**config.mk**
```make
export PLATFORM = sky130hd
export DESIGN_NAME = sme_feeder_flat
export DESIGN_NICKNAME = d
export VERILOG_FILES = /design/src/rtl/sme_pkg.sv /design/src/rtl/sme_feeder_if.sv /design/src/rtl/sme_char_buf.sv /design/src/rtl/sme_feeder.sv /design/src/flat_wrapper.sv
export SDC_FILE = /design/constraint.sdc
export NUM_CORES = 1
export LEC_CHECK = 0
export BUFFER_PORTS_ARGS = -buffer_cell sky130_fd_sc_hd__buf_2
export CAP_MARGIN = 15
export CORE_ASPECT_RATIO = 0.75
export CORE_MARGIN = 3
export CORE_UTILIZATION = 55
export CTS_CLUSTER_SIZE = 24
export DETAILED_ROUTE_END_ITERATION = 10
export PLACE_DENSITY = 0.83
export SLEW_MARGIN = 10
export SYNTH_ARGS = -nofsm -noshare
export SYNTH_HDL_FRONTEND = slang
export SYNTH_HIERARCHICAL = 1
export SYNTH_SLANG_ARGS = --single-unit
```
**constraint.sdc**
```tcl
create_clock -name clk -period 3.5 [get_ports clk]
set_input_delay 0.175 -clock clk [delete_from_list [all_inputs] [get_ports clk]]
set_output_delay 0.175 -clock clk [all_outputs]
set_load 0.005 [all_outputs]
```
**src/rtl/sme_pkg.sv**
```systemverilog
// rtl/sme_pkg.sv - shared types and constants for the SME feeder
package sme_pkg;

    typedef enum logic [2:0] {
        IDLE,
        SEND_STR,
        SEND_PAT,
        GAP,
        WAIT,
        DONE
    } sme_state_t;

    localparam logic [7:0] CH_DOT   = 8'h2e;
    localparam logic [7:0] CH_STAR  = 8'h2a;
    localparam logic [7:0] CH_HEAD  = 8'h5e;
    localparam logic [7:0] CH_TAIL  = 8'h24;
    localparam logic [7:0] CH_SPACE = 8'h20;

    localparam int SIDX_W = 6;
    localparam int PIDX_W = 4;

    // Characters the engine interprets as pattern operators rather than literals
    function automatic logic is_meta(input logic [7:0] ch);
        return (ch == CH_DOT) || (ch == CH_STAR) || (ch == CH_HEAD) ||
               (ch == CH_TAIL) || (ch == CH_SPACE);
    endfunction

endpackage

```
**src/rtl/sme_feeder_if.sv**
```systemverilog
// rtl/sme_feeder_if.sv - character bus and result strobe between feeder and SME engine
interface sme_feeder_if;
    logic [7:0] chardata;
    logic       isstring;
    logic       ispattern;
    logic       valid;
    logic       match;
    logic [4:0] match_index;

    modport master (
        output chardata, isstring, ispattern,
        input  valid, match, match_index
    );

    modport slave (
        input  chardata, isstring, ispattern,
        output valid, match, match_index
    );
endinterface

```
**src/rtl/sme_char_buf.sv**
```systemverilog
// rtl/sme_char_buf.sv - append-only character buffer with length counter
module sme_char_buf #(
    parameter int DEPTH = 8,
    parameter int IDX_W = 4
) (
    input  logic             clk,
    input  logic             reset,
    input  logic             wr_en,
    input  logic [7:0]       wr_data,
    input  logic             clr,
    input  logic [IDX_W-1:0] rd_idx,
    output logic [7:0]       rd_data,
    output logic [IDX_W-1:0] len,
    output logic             full
);
    localparam int AW = $clog2(DEPTH);

    logic [7:0] mem [DEPTH];

    assign full = (len == IDX_W'(DEPTH));

    // Reads past the current length return 0 so stale contents never leak out
    assign rd_data = (rd_idx < len) ? mem[rd_idx[AW-1:0]] : 8'h00;

    always_ff @(posedge clk or negedge reset) begin
        if (!reset) begin
            len <= '0;
        end else if (clr) begin
            len <= '0;
        end else if (wr_en && !full) begin
            len <= len + 1'b1;
        end
    end

    always_ff @(posedge clk) begin
        if (wr_en && !full && !clr) begin
            mem[len[AW-1:0]] <= wr_data;
        end
    end

endmodule

```
**src/rtl/sme_feeder.sv**
```systemverilog
// rtl/sme_feeder.sv - serialises string/pattern jobs onto the SME bus and captures the result
module sme_feeder
    import sme_pkg::*;
#(
    parameter int SLEN_MAX = 32,
    parameter int PLEN_MAX = 8,
    parameter int TIMEOUT  = 63
) (
    input  logic               clk,
    input  logic               reset,
    input  logic               wr_en,
    input  logic               wr_sel,
    input  logic [7:0]         wr_data,
    input  logic               start,
    input  logic               send_str,
    output logic               busy,
    sme_feeder_if.master       eng,
    output logic               res_valid,
    output logic               res_match,
    output logic [4:0]         res_index,
    output logic               err_ovf,
    output logic               err_timeout
);
    localparam int TCNT_W = $clog2(TIMEOUT + 1);

    sme_state_t          state;
    logic [SIDX_W-1:0]   idx;
    logic [TCNT_W-1:0]   tcnt;

    logic [SIDX_W-1:0]   slen, s_rd_idx;
    logic [PIDX_W-1:0]   plen, p_rd_idx;
    logic [7:0]          s_rd, p_rd;
    logic                sfull, pfull;
    logic                in_idle, ovf_hit, start_ok;

    assign in_idle  = (state == IDLE);
    assign ovf_hit  = in_idle && wr_en && (wr_sel ? pfull : sfull);
    assign start_ok = in_idle && start && (plen != '0) && (!send_str || (slen != '0));

    // Index 0 is presented outside the send states so the first char is ready at launch
    assign s_rd_idx = (state == SEND_STR) ? idx : '0;
    assign p_rd_idx = (state == SEND_PAT) ? idx[PIDX_W-1:0] : '0;

    sme_char_buf #(.DEPTH(SLEN_MAX), .IDX_W(SIDX_W)) u_str_buf (
        .clk     (clk),
        .reset   (reset),
        .wr_en   (in_idle && wr_en && !wr_sel),
        .wr_data (wr_data),
        .clr     (1'b0),
        .rd_idx  (s_rd_idx),
        .rd_data (s_rd),
        .len     (slen),
        .full    (sfull)
    );

    sme_char_buf #(.DEPTH(PLEN_MAX), .IDX_W(PIDX_W)) u_pat_buf (
        .clk     (clk),
        .reset   (reset),
        .wr_en   (in_idle && wr_en && wr_sel),
        .wr_data (wr_data),
        .clr     (state == DONE),
        .rd_idx  (p_rd_idx),
        .rd_data (p_rd),
        .len     (plen),
        .full    (pfull)
    );

    always_ff @(posedge clk or negedge reset) begin
        if (!reset) begin
            state         <= IDLE;
            idx           <= '0;
            tcnt          <= '0;
            busy          <= 1'b0;
            eng.chardata  <= 8'h00;
            eng.isstring  <= 1'b0;
            eng.ispattern <= 1'b0;
            res_valid     <= 1'b0;
            res_match     <= 1'b0;
            res_index     <= 5'd0;
            err_ovf       <= 1'b0;
            err_timeout   <= 1'b0;
        end else begin
            res_valid <= 1'b0;
            case (state)
                IDLE: begin
                    if (start_ok) begin
                        err_ovf     <= ovf_hit;
                        err_timeout <= 1'b0;
                        busy        <= 1'b1;
                        idx         <= SIDX_W'(1);
                        if (send_str) begin
                            state        <= SEND_STR;
                            eng.isstring <= 1'b1;
                            eng.chardata <= s_rd;
                        end else begin
                            state         <= SEND_PAT;
                            eng.ispattern <= 1'b1;
                            eng.chardata  <= p_rd;
                        end
                    end else if (ovf_hit) begin
                        err_ovf <= 1'b1;
                    end
                end

                SEND_STR: begin
                    if (idx == slen) begin
                        state         <= SEND_PAT;
                        eng.isstring  <= 1'b0;
                        eng.ispattern <= 1'b1;
                        eng.chardata  <= p_rd;
                        idx           <= SIDX_W'(1);
                    end else begin
                        eng.chardata <= s_rd;
                        idx          <= idx + 1'b1;
                    end
                end

                SEND_PAT: begin
                    if (idx == SIDX_W'(plen)) begin
                        state         <= GAP;
                        eng.ispattern <= 1'b0;
                        eng.chardata  <= 8'h00;
                    end else begin
                        eng.chardata <= p_rd;
                        idx          <= idx + 1'b1;
                    end
                end

                GAP: begin
                    state <= WAIT;
                    tcnt  <= TCNT_W'(1);
                end

                // tcnt holds the 1-based number of the current WAIT cycle
                WAIT: begin
                    if (eng.valid) begin
                        res_match <= eng.match;
                        res_index <= eng.match_index;
                        res_valid <= 1'b1;
                        state     <= DONE;
                    end else if (tcnt == TCNT_W'(TIMEOUT)) begin
                        err_timeout <= 1'b1;
                        res_match   <= 1'b0;
                        res_index   <= 5'd0;
                        res_valid   <= 1'b1;
                        state       <= DONE;
                    end else begin
                        tcnt <= tcnt + 1'b1;
                    end
                end

                DONE: begin
                    busy  <= 1'b0;
                    state <= IDLE;
                end

                default: state <= IDLE;
            endcase
        end
    end

endmodule

```
**src/flat_wrapper.sv**
```systemverilog
// flat-port wrapper written by rule: the top's interface ports become plain ports
module sme_feeder_flat import sme_pkg::*;
#(
    parameter int SLEN_MAX = 32,
    parameter int PLEN_MAX = 8,
    parameter int TIMEOUT  = 63
)
  (clk, reset, wr_en, wr_sel, wr_data, start, send_str, busy, res_valid, res_match, res_index, err_ovf, err_timeout, eng_chardata, eng_isstring, eng_ispattern, eng_valid, eng_match, eng_match_index);
  sme_feeder_if eng_i ();
  input  logic clk;
  input  logic reset;
  input  logic wr_en;
  input  logic wr_sel;
  input  logic [7:0] wr_data;
  input  logic start;
  input  logic send_str;
  output logic busy;
  output logic res_valid;
  output logic res_match;
  output logic [4:0] res_index;
  output logic err_ovf;
  output logic err_timeout;
  output wire logic [$bits(eng_i.chardata)-1:0] eng_chardata;
  output wire logic [$bits(eng_i.isstring)-1:0] eng_isstring;
  output wire logic [$bits(eng_i.ispattern)-1:0] eng_ispattern;
  input wire logic [$bits(eng_i.valid)-1:0] eng_valid;
  input wire logic [$bits(eng_i.match)-1:0] eng_match;
  input wire logic [$bits(eng_i.match_index)-1:0] eng_match_index;
  assign eng_chardata = eng_i.chardata;
  assign eng_isstring = eng_i.isstring;
  assign eng_ispattern = eng_i.ispattern;
  assign eng_i.valid = eng_valid;
  assign eng_i.match = eng_match;
  assign eng_i.match_index = eng_match_index;
  sme_feeder #(.SLEN_MAX(SLEN_MAX), .PLEN_MAX(PLEN_MAX), .TIMEOUT(TIMEOUT)) u_core (.clk(clk), .reset(reset), .wr_en(wr_en), .wr_sel(wr_sel), .wr_data(wr_data), .start(start), .send_str(send_str), .busy(busy), .eng(eng_i), .res_valid(res_valid), .res_match(res_match), .res_index(res_index), .err_ovf(err_ovf), .err_timeout(err_timeout));
endmodule
```
==> results of run 1 <==
cells by family after synthesis:
group                    Yosys count  share of synthesized area
other                              1                  0.0002415
AO/OA/AOI/OAI                    116                    0.05617
adder cells (fa/ha/maj)           16                    0.01289
AND/OR/NAND/NOR                  241                    0.07704
buffers and inverters             61                    0.02208
multiplexers                     127                     0.1283
XOR/XNOR                          21                    0.01185
flip-flops                       365                     0.6914
flip-flops by register name (all words and copies together), names as in the netlist, 4 cells and up:
name,count
u_core/u_pat_buf/len,4
u_core/u_pat_buf/mem,64
u_core/u_str_buf/len,6
u_core/eng.chardata,8
u_core/u_str_buf/mem,256
u_core/res_index,5
u_core/idx,6
u_core/tcnt,6
stage by stage:
step / cell area, um^2 / TNS, ns
6_report: 17830 / 0
5_1_grt: 17830 / -0.002174
4_1_cts: 17810 / 0
3_5_place_dp: 16450 / 0
3_3_place_gp: 16450 / 0
2_1_floorplan: 15550 / 0
final cells by class:
class / instances / area [um^2] / area share
tap: 378 / 473.0 / 0.02653
clock buffer: 48 / 1020 / 0.05719
sequential: 365 / 10740 / 0.6021
multi-input combinational: 528 / 4488 / 0.2517
timing repair buffer: 112 / 817.0 / 0.04582
clock inverter: 18 / 240.2 / 0.01347
inverter: 15 / 56.30 / 0.003158
report_power, final:
part / switching, mW / leakage [nW] / internal (mW)
Combinational: 1.82 / 1.98 / 1.34
Clock: 1.63 / 0.611 / 2.45
Sequential: 0.224 / 3.45 / 4.96
Total: 3.67 / 6.04 / 8.75
worst reg2reg max path: stages (launching register included):
cell	delay, ns
dfrtp_1	0.40
nor3b_4	0.34
and2_2	0.25
buf_12	0.29
mux4_2	0.61
mux2i_1	0.27
nor2_1	0.06
or3_1	0.39
a2111oi_0	0.55
a311oi_1	0.11
layout by cell type, fill, tap and decap left out, drive strengths merged, types with 16 or more instances in the layout:
master	count
ha	16
mux2	16
nand3	21
clkbuf	48
buf	103
mux4	56
inv	18
mux2i	55
o22ai	17
a21oi	20
edfxtp	320
nand2	44
dfrtp	45
o21ai	17
nor2	83
routing by layer:
metal  up-vias  track usage  part of all wire
met2       454       0.3524              0.45
met1      4549       0.3652              0.43
met3        63      0.05548              0.10
met4         0      0.05893             0.019
met5         -            0                 0
li1       3919            -                 -
worst max path at each step:
stage	to	slack, ns	cells past startpoint
after floorplan	u_core/eng.chardata[1]	0.49	11
after global placement	u_core/eng.chardata[2]	0.16	9
after detailed placement	u_core/eng.chardata[0]	0.02	9
after CTS	u_core/eng.chardata[0]	0.08	9
after global routing	u_core/eng.chardata[0]	-0.002	9
final	u_core/eng.chardata[0]	0.09	9
timing repair:
item                                   CTS  global route
pin swaps                                0             1
setup endpoints to repair                1             6
buffers inserted                         0             1
endpoints found under the hold margin   52             0
gates resized for setup                  1             4
hold buffers                             9             0
==> summary.md, run 1 <==
| Metric | Value |
|---|---|
| Outcome | finished, final reports clean |
| Routed WL per cell | approximately 24 um |
| Post-synth EDFFs | between 300 and 400 |
| H-tree Lvls | 2 |
| Cts bufs inserted | 36 |
| Mean Syn Cell Area | 16.38 um^2 |
| Vias in the first global route | 8,948 |
| Top cells by count, synth | edfxtp_1, nor2_1, mux4_2 |
| Cell with the most instances after synthesis | edfxtp_1 |
| Reg2Reg Launch Point | u_core/state[1] |
| Worst Slack Setup Final | between 0.08 and 0.09 ns |
| Crit path max fanout | between 40 and 50 |
| Die area | about 0.030 mm^2 |
| WHS Endpoint | u_core/tcnt[1] |
| Largest net degree at the start of global routing | 46 |
| Required time of the critical path | between 3 and 4 ns |
| Hold_sp | eng_valid |
| Final min period | around 3.4 ns |
| DRT Pass-1 Iters | 5 |
| Slew HR | 0.3388 |
| Routability congestion estimate | approximately 0.92 |
| Crit path from | u_core/state[1] |
| MaxCap Viol Count | 0 |
| P_leak | about 6 nW |
| Post-DP HPWL | between 20,000 and 25,000 um |
| Iter 0 DRT Violations | ~960 |
| Crit share post-route | 0.9744 |
| DRC | 0 |
| Ranking of synthesized cells by area | edfxtp_1, mux4_2, dfrtp_1 |
| Worst-path clk slew | roughly 0.07 ns |
| Mapped Cells | 948 |
| Die Y | 151.5 um |
| Power Total | between 10 and 15 mW |
| Maximum root-to-sink buffer count | 3 |
| Initial antenna violation count | 0 |
| Syn-to-layout area delta | 14.84% |
| Yosys cell types | 69 |
| Fin nets | 1,095 |
| Fill cells | approximately 1,800 |
| Slowest cell delay on critical path | 0.58 ns |
| Max frequency | between 0.2 and 0.3 GHz |
| Layout cell share with drive strength beyond 1 | 0.2238 |
| Core Footprint | 0.02739 mm^2 |
| Final Hold Fails | 0 |
| Peak supply drop | ~0.53 mV |
| All-Layer GR Usage | 0.2386 |
| Reg-to-reg critical path endpoint | u_core/eng.chardata[0] |
| Pwr dens | between 600 and 700 mW/mm^2 |
| Crit path DAT | around 3.8 ns |
| CP top delay family | simple AND/OR/NAND/NOR gates |
| IO Pins | 41 |
| CTS sink cnt | between 300 and 400 |
| Die X | 200.0 um |
| Root Buffer | clkbuf_16 |
| Sequential area share after synthesis | 0.6914 |
| Non-Filler Instances | around 1,500 |
| Buf/Inv on CP | 1 |
| Antenna-violating nets left | 0 |
| Cell Chain, Critical Path | nor3b_4, and2_2, buf_12, mux4_2, mux2i_1, nor2_1, or3_1, a2111oi_0, a311oi_1 |
| Min Hold Slack | roughly 0.036 ns |
| Share of the synthesized area in the top cell type | 0.6189 |
| Leading area contributor after synthesis | edfxtp_1 |
| Port bufs | 40 |
| Worst slew pin tran | 0.9858 ns |
| Core Util, Final | 0.6509 |
| Vias | roughly 9,000 |
| R2R cell count | 9 |
| Total wire length | around 35,000 um |
| Number of synthesized register bits | 365 |
| Main synth FF type | edfxtp_1 |
| Slew Limit Fails | 0 |
| Final Skew | about 0.013 ns |
| Slowest-stage cell, CP | mux4_2 |
| CP Launch Type | flop |
| Antenna Cells | 0 |
| Post-placement cell count | 1,388 |
| Syn. warnings | 6 |
| R2R setup slack | ~0.090 ns |
| Mapped Area | roughly 0.016 mm^2 |
| Hold path cells | 4 |
| Post-synthesis async set-or-reset flop share | 0.1233 |
| Vias per std cell | 6.137 |
| Clock Latency Late Sink | approximately 0.52 ns |
| Overflow after GRT | 0 |
| First-pass GRT wire length | 53,880 um |
| Final setup fails | 0 |
| WS Path Type | reg -> reg |
| Starting Density | 0.5668 |
| Pre-CTS WS | about 0.020 ns |
| CTS tree | done |
| Crit. End Element | flop |
| Row cnt | 52 |
| HP Class | in -> reg |
No activity file was read; power rests on OpenSTA's default activity.
==> run 2: changes to the inputs <==
SETUP_SLACK_MARGIN = 0.5   (was default)
==> summary.md, run 2 (synthesized netlist as in run 1, its figures left out) <==
| Metric | Value |
|---|---|
| Die Y | 151.5 um (unchanged) |
| Root Buffer | clkbuf_16 |
| Die X | 200.0 um (unchanged) |
| Layout cell share with drive strength beyond 1 | 0.2711 (+0.04731) |
| Final Skew | 0.03351 ns (+0.02081 ns) |
| Crit path DAT | 3.54 ns (-0.25 ns) |
| R2R cell count | 12 (+3) |
| Max frequency | 0.3154 GHz (+7.5%) |
| Core Util, Final | 0.6698 (+0.01887) |
| Routability congestion estimate | 0.8862 (-3.5%) |
| All-Layer GR Usage | 0.2443 (+0.005707) |
| CTS sink cnt | 365 (unchanged) |
| M1 wire length | 14,770 um (-1.8%) |
| Row cnt | 52 (unchanged) |
| Reg-to-reg critical path endpoint | u_core/eng.chardata[3] |
| Worst-path clk slew | 0.07 ns (about the same) |
| CP top delay family | compound AO/OA/AOI/OAI gates |
| Syn-to-layout area delta | 18.16% |
| Pwr dens | 700.8 mW/mm^2 (+0.55%) |
| Most frequent cells in the layout | edfxtp_1, nor2_1, mux4_2 |
| Clock network power share | 0.297 (-0.031) |
| Cts bufs inserted | 35 (-2.8%) |
| Net Sw Frac | 0.3093 (+0.01361) |
| DRC | 0 (unchanged) |
| CTS tree | done |
| Routed length on met2 | 17,170 um (+10%) |
| Antenna-violating nets left | 0 (unchanged) |
| Max reg flops | 256 (unchanged) |
| R2R setup slack | 0.33 ns (+0.24 ns) |
| Clock Latency Late Sink | 0.54 ns (+0.02 ns) |
| Highest metal used | met4 |
| Crit share post-route | 0.9060 (-0.06840) |
| Cell Chain, Critical Path | nor3b_4, buf_6, and2_4, ha_1, a21o_1, a31oi_4, o21ai_1, buf_6, a21oi_2, or3_4, a2111oi_4, a311oi_1 |
| Buf/Inv on CP | 2 (+1) |
| Routed WL per cell | 25.30 um (+6.5%) |
| P_leak | 6.161 nW (+2.0%) |
| Hold_sp | eng_valid |
| Sequential Power Share | 0.405 (-0.013) |
| Maximum root-to-sink buffer count | 3 (unchanged) |
| Core Footprint | 0.02739 mm^2 (unchanged) |
| Reg2Reg Launch Point | u_core/state[2] |
| Final min period | 3.171 ns (-0.2394 ns) |
| Vias per std cell | 6.278 (+2.3%) |
| Die area | 0.03030 mm^2 (unchanged) |
| Slew HR | 0.03130 (-0.3075) |
| Power Internal | 8.879 mW (+1.5%) |
| Vias | 9,228 (+2.7%) |
| Port bufs | 40 (unchanged) |
| HP Class | in -> reg |
| Overflow after GRT | 0 (unchanged) |
| Slowest-stage cell, CP | or3_4 |
| Crit-path most repeated cell | buf_6 |
| Final Instance Area | 0.01835 mm^2 (+2.9%) |
| WS Path Type | reg -> reg |
| RSZ-0062 raised after global routing | yes |
| Iter 0 DRT Violations | 1,137 (+18%) |
| Hold path cells | 4 (unchanged) |
| Slew Limit Fails | 0 (unchanged) |
| Worst slew pin tran | 1.444 ns (+0.4586 ns) |
| Final setup fails | 0 (unchanged) |
| Initial antenna violation count | 0 (unchanged) |
| Commonest non-fill, non-tap cell in the layout | edfxtp_1 |
| Slowest cell delay on critical path | 0.42 ns (-0.16 ns) |
| Antenna Cells | 0 (unchanged) |
| DP Area | 0.01643 mm^2 (-0.14%) |
| Gate power share | 0.298 (+0.044) |
| Fin nets | 1,103 (+0.73%) |
| Outcome | finished, final reports clean |
| Crit. End Element | flop |
| Largest net degree at the start of global routing | 46 (unchanged) |
| Vias in the first global route | 8,850 (-1.1%) |
| Total wire length | 37,200 um (+7.0%) |
| WHS Endpoint | u_core/tcnt[1] |
| Starting Density | 0.5668 (unchanged) |
| Peak supply drop | 0.4433 mV (-17%) |
| MaxCap Viol Count | 0 (unchanged) |
| First-pass GRT wire length | 54,070 um (+0.36%) |
| Final Hold Fails | 0 (unchanged) |
| Post-DP HPWL | 20,900 um (-3.9%) |
| Required time of the critical path | 3.87 ns (about the same) |
| H-tree Lvls | 2 (unchanged) |
| Met3 WL | 4175 um (+19%) |
| IO Pins | 41 (unchanged) |
| Setup TNS Final | 0 ns (unchanged) |
| DRT Pass-1 Iters | 5 (unchanged) |
| CP Launch Type | flop |
| Crit path max fanout | 7 (-83%) |
| P_sw | 3.977 mW (+8.2%) |
-- run 2: changes by cell type in the layout (fill, tap and decap cells not counted), moves of 6 or more --
cell / change
clkinv_1: +7
mux2i_1: -14
a2111oi_0: -7
mux2i_2: +7
mux2i_4: +7
a21oi_1: -6
-- run 2: power groups by stage --
stage / sequential [mW] / combinational (mW) / clock [mW]
detailed placement: 5.28 / 3.03 / 0
global placement: 5.27 / 2.96 / 0
floorplan: 5.21 / 2.22 / 0
global route: 5.22 / 4.07 / 4.07
finish: 5.20 / 3.84 / 3.82
CTS: 5.19 / 3.42 / 3.87
-- run 2: metrics by stage --
stage	worst slack [ns]	cells	total power, mW	hold slack (ns)
3_3_place_gp	0.3176	1379	8.233	0.3853
6_report	0.3292	1470	12.86	0.04764
2_1_floorplan	0.5336	954	7.427	-0.1206
5_1_grt	0.2527	1470	13.36	0.05103
4_1_cts	0.4847	1459	12.48	0.02949
3_5_place_dp	0.2868	1379	8.308	0.3957
-- run 2: worst reg2reg max path: stages, from the launching register on --
cell and delay, ns:
dfrtp_1 0.41, nor3b_4 0.26, buf_6 0.16, and2_4 0.26, ha_1 0.23, a21o_1 0.19, a31oi_4 0.08, o21ai_1 0.28
buf_6 0.21, a21oi_2 0.06, or3_4 0.42, a2111oi_4 0.38, a311oi_1 0.10
-- run 2: what timing repair did --
action                                  4_1_cts  5_1_grt
pin swaps                                     2       17
resized for setup                            46       37
hold buffers                                  9        0
endpoints found under the setup margin        8       29
gates cloned                                  5        2
endpoints found under the hold margin        52        0
setup buffers                                 3        9
-- run 2: metal layers --
metal / GRT usage / vias up
li1: - / 3948
met1: 0.3547 / 4644
met2: 0.3682 / 550
met3: 0.06830 / 86
met4: 0.07078 / 0
met5: 0 / -
-- run 2: layout make-up --
type,count,area [um^2]
fillers,1754,9045
clock buffers,39,912.1
well taps,378,473.0
inverters,15,56.30
multi-input cells,528,4847
flip-flops and latches,365,10740
repair buffers,121,1084
clock inverters,24,239.0
-- run 2: worst max path at each step --
stage / from / end / cells after the start
after detailed placement: u_core/state[2] / u_core/eng.chardata[4] / 10
after floorplan: u_core/state[2] / u_core/eng.chardata[1] / 11
after global placement: u_core/state[2] / u_core/eng.chardata[7] / 10
final: u_core/state[2] / u_core/eng.chardata[3] / 12
after global routing: u_core/state[2] / u_core/eng.chardata[3] / 12
after CTS: u_core/state[1] / u_core/eng.chardata[4] / 10
==> run 3: changes to the inputs <==
ABC_AREA = 1   (was default)
==> summary.md, run 3 <==
| Metric | Value |
|---|---|
| Outcome | finished, final reports clean |
| Post-synth EDFFs | 320 (unchanged) |
| Core Util, Final | 0.6305 (-0.03926) |
| Fill cells | 2,158 (+23%) |
| Antenna Cells | 0 (unchanged) |
| HP Class | in -> reg |
| Mean Syn Cell Area | 10.26 um^2 (-37%) |
| CTS tree | done |
| Crit path from | u_core/state[1] |
| Routability congestion estimate | 0.9464 (+6.8%) |
| Syn. warnings | 6 (unchanged) |
| Cts bufs inserted | 36 (+2.9%) |
| Final min period | 2.936 ns (-0.2346 ns) |
| Area of the multi-input gates | 0.004846 mm^2 (about the same) |
| All-Layer GR Usage | 0.2476 (+0.003330) |
| Post-synthesis async set-or-reset flop share | 0.1233 (unchanged) |
| Fin nets | 1,699 (+54%) |
| Ranking of synthesized cells by area | edfxtp_1, nand2_1, nand3_1 |
| Main synth FF type | edfxtp_1 |
| Slowest cell delay on critical path | 0.57 ns (+0.15 ns) |
| Crit-path most repeated cell | nand2_1 |
| Antenna-violating nets left | 0 (unchanged) |
| Die Y | 155.8 um (+2.9%) |
| H-tree Lvls | 2 (unchanged) |
| Worst slew pin tran | 1.031 ns (-0.4136 ns) |
| Initial antenna violation count | 0 (unchanged) |
| R2R cell count | 10 (-2) |
| Post-DP HPWL | 24,490 um (+17%) |
| Reg2Reg Launch Point | u_core/state[1] |
| DRC | 0 (unchanged) |
| Final Hold Fails | 0 (unchanged) |
| Crit path max fanout | 8 (+1) |
| Starting Density | 0.5627 (-0.004130) |
| Hold path cells | 5 (+1) |
| Crit path DAT | 3.19 ns (-0.35 ns) |
| Root Buffer | clkbuf_16 |
| Clock Latency Late Sink | 0.54 ns (about the same) |
| WS Path Type | reg -> reg |
| Peak supply drop | 0.5817 mV (+31%) |
| Slowest-stage cell, CP | nor2_1 |
| Cell with the most instances after synthesis | nand2_1 |
| Leading area contributor after synthesis | edfxtp_1 |
| Iter 0 DRT Violations | 1,693 (+49%) |
| DRT Pass-1 Iters | 6 (+1) |
| Share of the synthesized area in the top cell type | 0.5837 (-0.03519) |
| Number of synthesized register bits | 365 (unchanged) |
| Cell Chain, Critical Path | nor2_2, nand2_2, inv_2, nand2_1, nor2_1, nand2_1, nor2_4, nand2_1, nor2_1, buf_4 |
| Worst-path clk slew | 0.06 ns (about the same) |
| Row cnt | 54 (+3.8%) |
| Layout cell share with drive strength beyond 1 | 0.1125 (-0.1586) |
| P_leak | 7.360 nW (+19%) |
| Setup TNS Final | 0 ns (unchanged) |
| RSZ-0062 raised after global routing | yes |
| IO Pins | 41 (unchanged) |
| Max reg flops | 256 (unchanged) |
| CTS sink cnt | 365 (unchanged) |
| First-pass GRT wire length | 61,880 um (+14%) |
| Final Skew | 0.02219 ns (-0.01132 ns) |
| Port bufs | 40 (unchanged) |
| CP top delay family | simple AND/OR/NAND/NOR gates |
| Final setup fails | 0 (unchanged) |
| Core Footprint | 0.02926 mm^2 (+6.8%) |
| Syn-to-layout area delta | 12.05% |
| Slew HR | 0.3128 (+0.2815) |
| Vias in the first global route | 11,230 (+27%) |
| Vias per std cell | 5.839 (-7.0%) |
| Reg area | 0.01074 mm^2 (unchanged) |
| CP Depth | 10 (-2) |
| Sequential area share after synthesis | 0.6521 (-0.03931) |
| Required time of the critical path | 3.75 ns (-0.12 ns) |
| Slew Limit Fails | 0 (unchanged) |
| Crit. End Element | flop |
| Die area | 0.03206 mm^2 (+5.8%) |
| Power Total | 12.30 mW (-4.3%) |
| Mapped Area | 0.01646 mm^2 (+6.0%) |
| Largest net degree at the start of global routing | 75 (+63%) |
| Buf/Inv on CP | 2 (unchanged) |
| Max frequency | 0.3406 GHz (+8.0%) |
| Hold_sp | wr_sel |
| Maximum root-to-sink buffer count | 3 (unchanged) |
| Mapped Cells | 1,605 (+69%) |
| Vias | 12,150 (+32%) |
| CP Launch Type | flop |
| Pwr dens | 667.0 mW/mm^2 (-4.8%) |
| Commonest non-fill, non-tap cell in the layout | nand2_1 |
| Crit share post-route | 0.8389 (-0.06704) |
| Overflow after GRT | 0 (unchanged) |
| Most frequent cells in the layout | nand2_1, edfxtp_1, nand3_1 |
| Die X | 205.8 um (+2.9%) |
| MaxCap Viol Count | 0 (unchanged) |
| Top cells by count, synth | nand2_1, edfxtp_1, nand3_1 |
| Routed WL per cell | 19.50 um (-23%) |
| Total wire length | 40,580 um (+9.1%) |
| Yosys cell types | 42 (-39%) |
[run 3: cell count changes in the layout (fill, tap and decap cells not counted), sizes merged, moves of 13 or more]
cell / change
nand3: +264
and2: -13
inv: +99
o22ai: -16
buf: -32
nor2b: -15
mux2: -15
mux2i: -55
mux4: -56
nor2: +32
o21ai: +13
nand2: +501
xnor2: -13
[run 3: routing by layer]
metal / routed length, um / GRT usage
met1: 15830 / 0.3515
met2: 18700 / 0.3839
met3: 4931 / 0.05944
met4: 1118 / 0.07817
met5: 0 / 0
[run 3: final cells by class]
cell class | count | area share
sequential | 365 | 0.5820
multi-input combinational | 1052 | 0.2627
clock buffer | 44 | 0.05277
timing repair buffer | 86 | 0.03649
tap | 392 | 0.02659
inverter | 120 | 0.02530
clock inverter | 21 | 0.01377
timing repair inverter | 1 | 0.0004070
[run 3: final timing paths]
check | endpoint | slack, ns
worst max-delay path | u_core/u_str_buf/mem[18][0] | 0.56
worst min-delay path | u_core/u_pat_buf/len[2] | 0.08
worst max register to register | u_core/u_str_buf/mem[18][0] | 0.56
worst min register to register | u_core/eng.chardata[3] | 0.48
max in group asynchronous | u_core/idx[0] | 2.49
min in group asynchronous | u_core/res_index[1] | 0.37
[run 3: stage by stage]
stage	cell area, um^2	hold slack [ns]	std cells	worst slack [ns]
6_report	18450	0.08402	2081	0.5638
5_1_grt	18450	0.09911	2081	0.4466
4_1_cts	18310	0.05893	2076	0.5805
3_5_place_dp	17000	0.4128	2003	0.6059
3_3_place_gp	17000	0.3984	2003	0.6002
2_1_floorplan	16470	-0.1206	1607	1.085
[run 3: worst reg2reg max path, stage by stage, from the launching register on]
cell,delay (ns)
dfrtp_1,0.46
nor2_2,0.18
nand2_2,0.09
inv_2,0.09
nand2_1,0.08
nor2_1,0.17
nand2_1,0.19
nor2_4,0.19
nand2_1,0.40
nor2_1,0.57
buf_4,0.24
[run 3: cells by family (layout without fill, tap and decap cells)]
group	count (synthesis)	after routing	share of synthesized area
xor+xnor	9	9	0.004789
flops	365	365	0.6521
mux	1	1	0.0006840
fa+ha+maj	16	16	0.01216
buf+inv	190	272	0.05761
compound gates	61	61	0.02219
other cells	1	3	0.0002278
simple gates	962	962	0.2502
[run 3: power by group]
group | total (mW) | internal (mW) | switching (mW)
registers | 5.14 | 4.95 | 0.193
clock network | 4.00 | 2.42 | 1.58
logic | 3.16 | 0.956 | 2.20
total | 12.3 | 8.33 | 3.98
[run 3: repair_timing]
item,in CTS,in global routing
endpoints found under the hold margin,52,0
hold buffers,8,0
setup endpoints to repair,0,56
gates resized for setup,0,20
buffers inserted,0,2
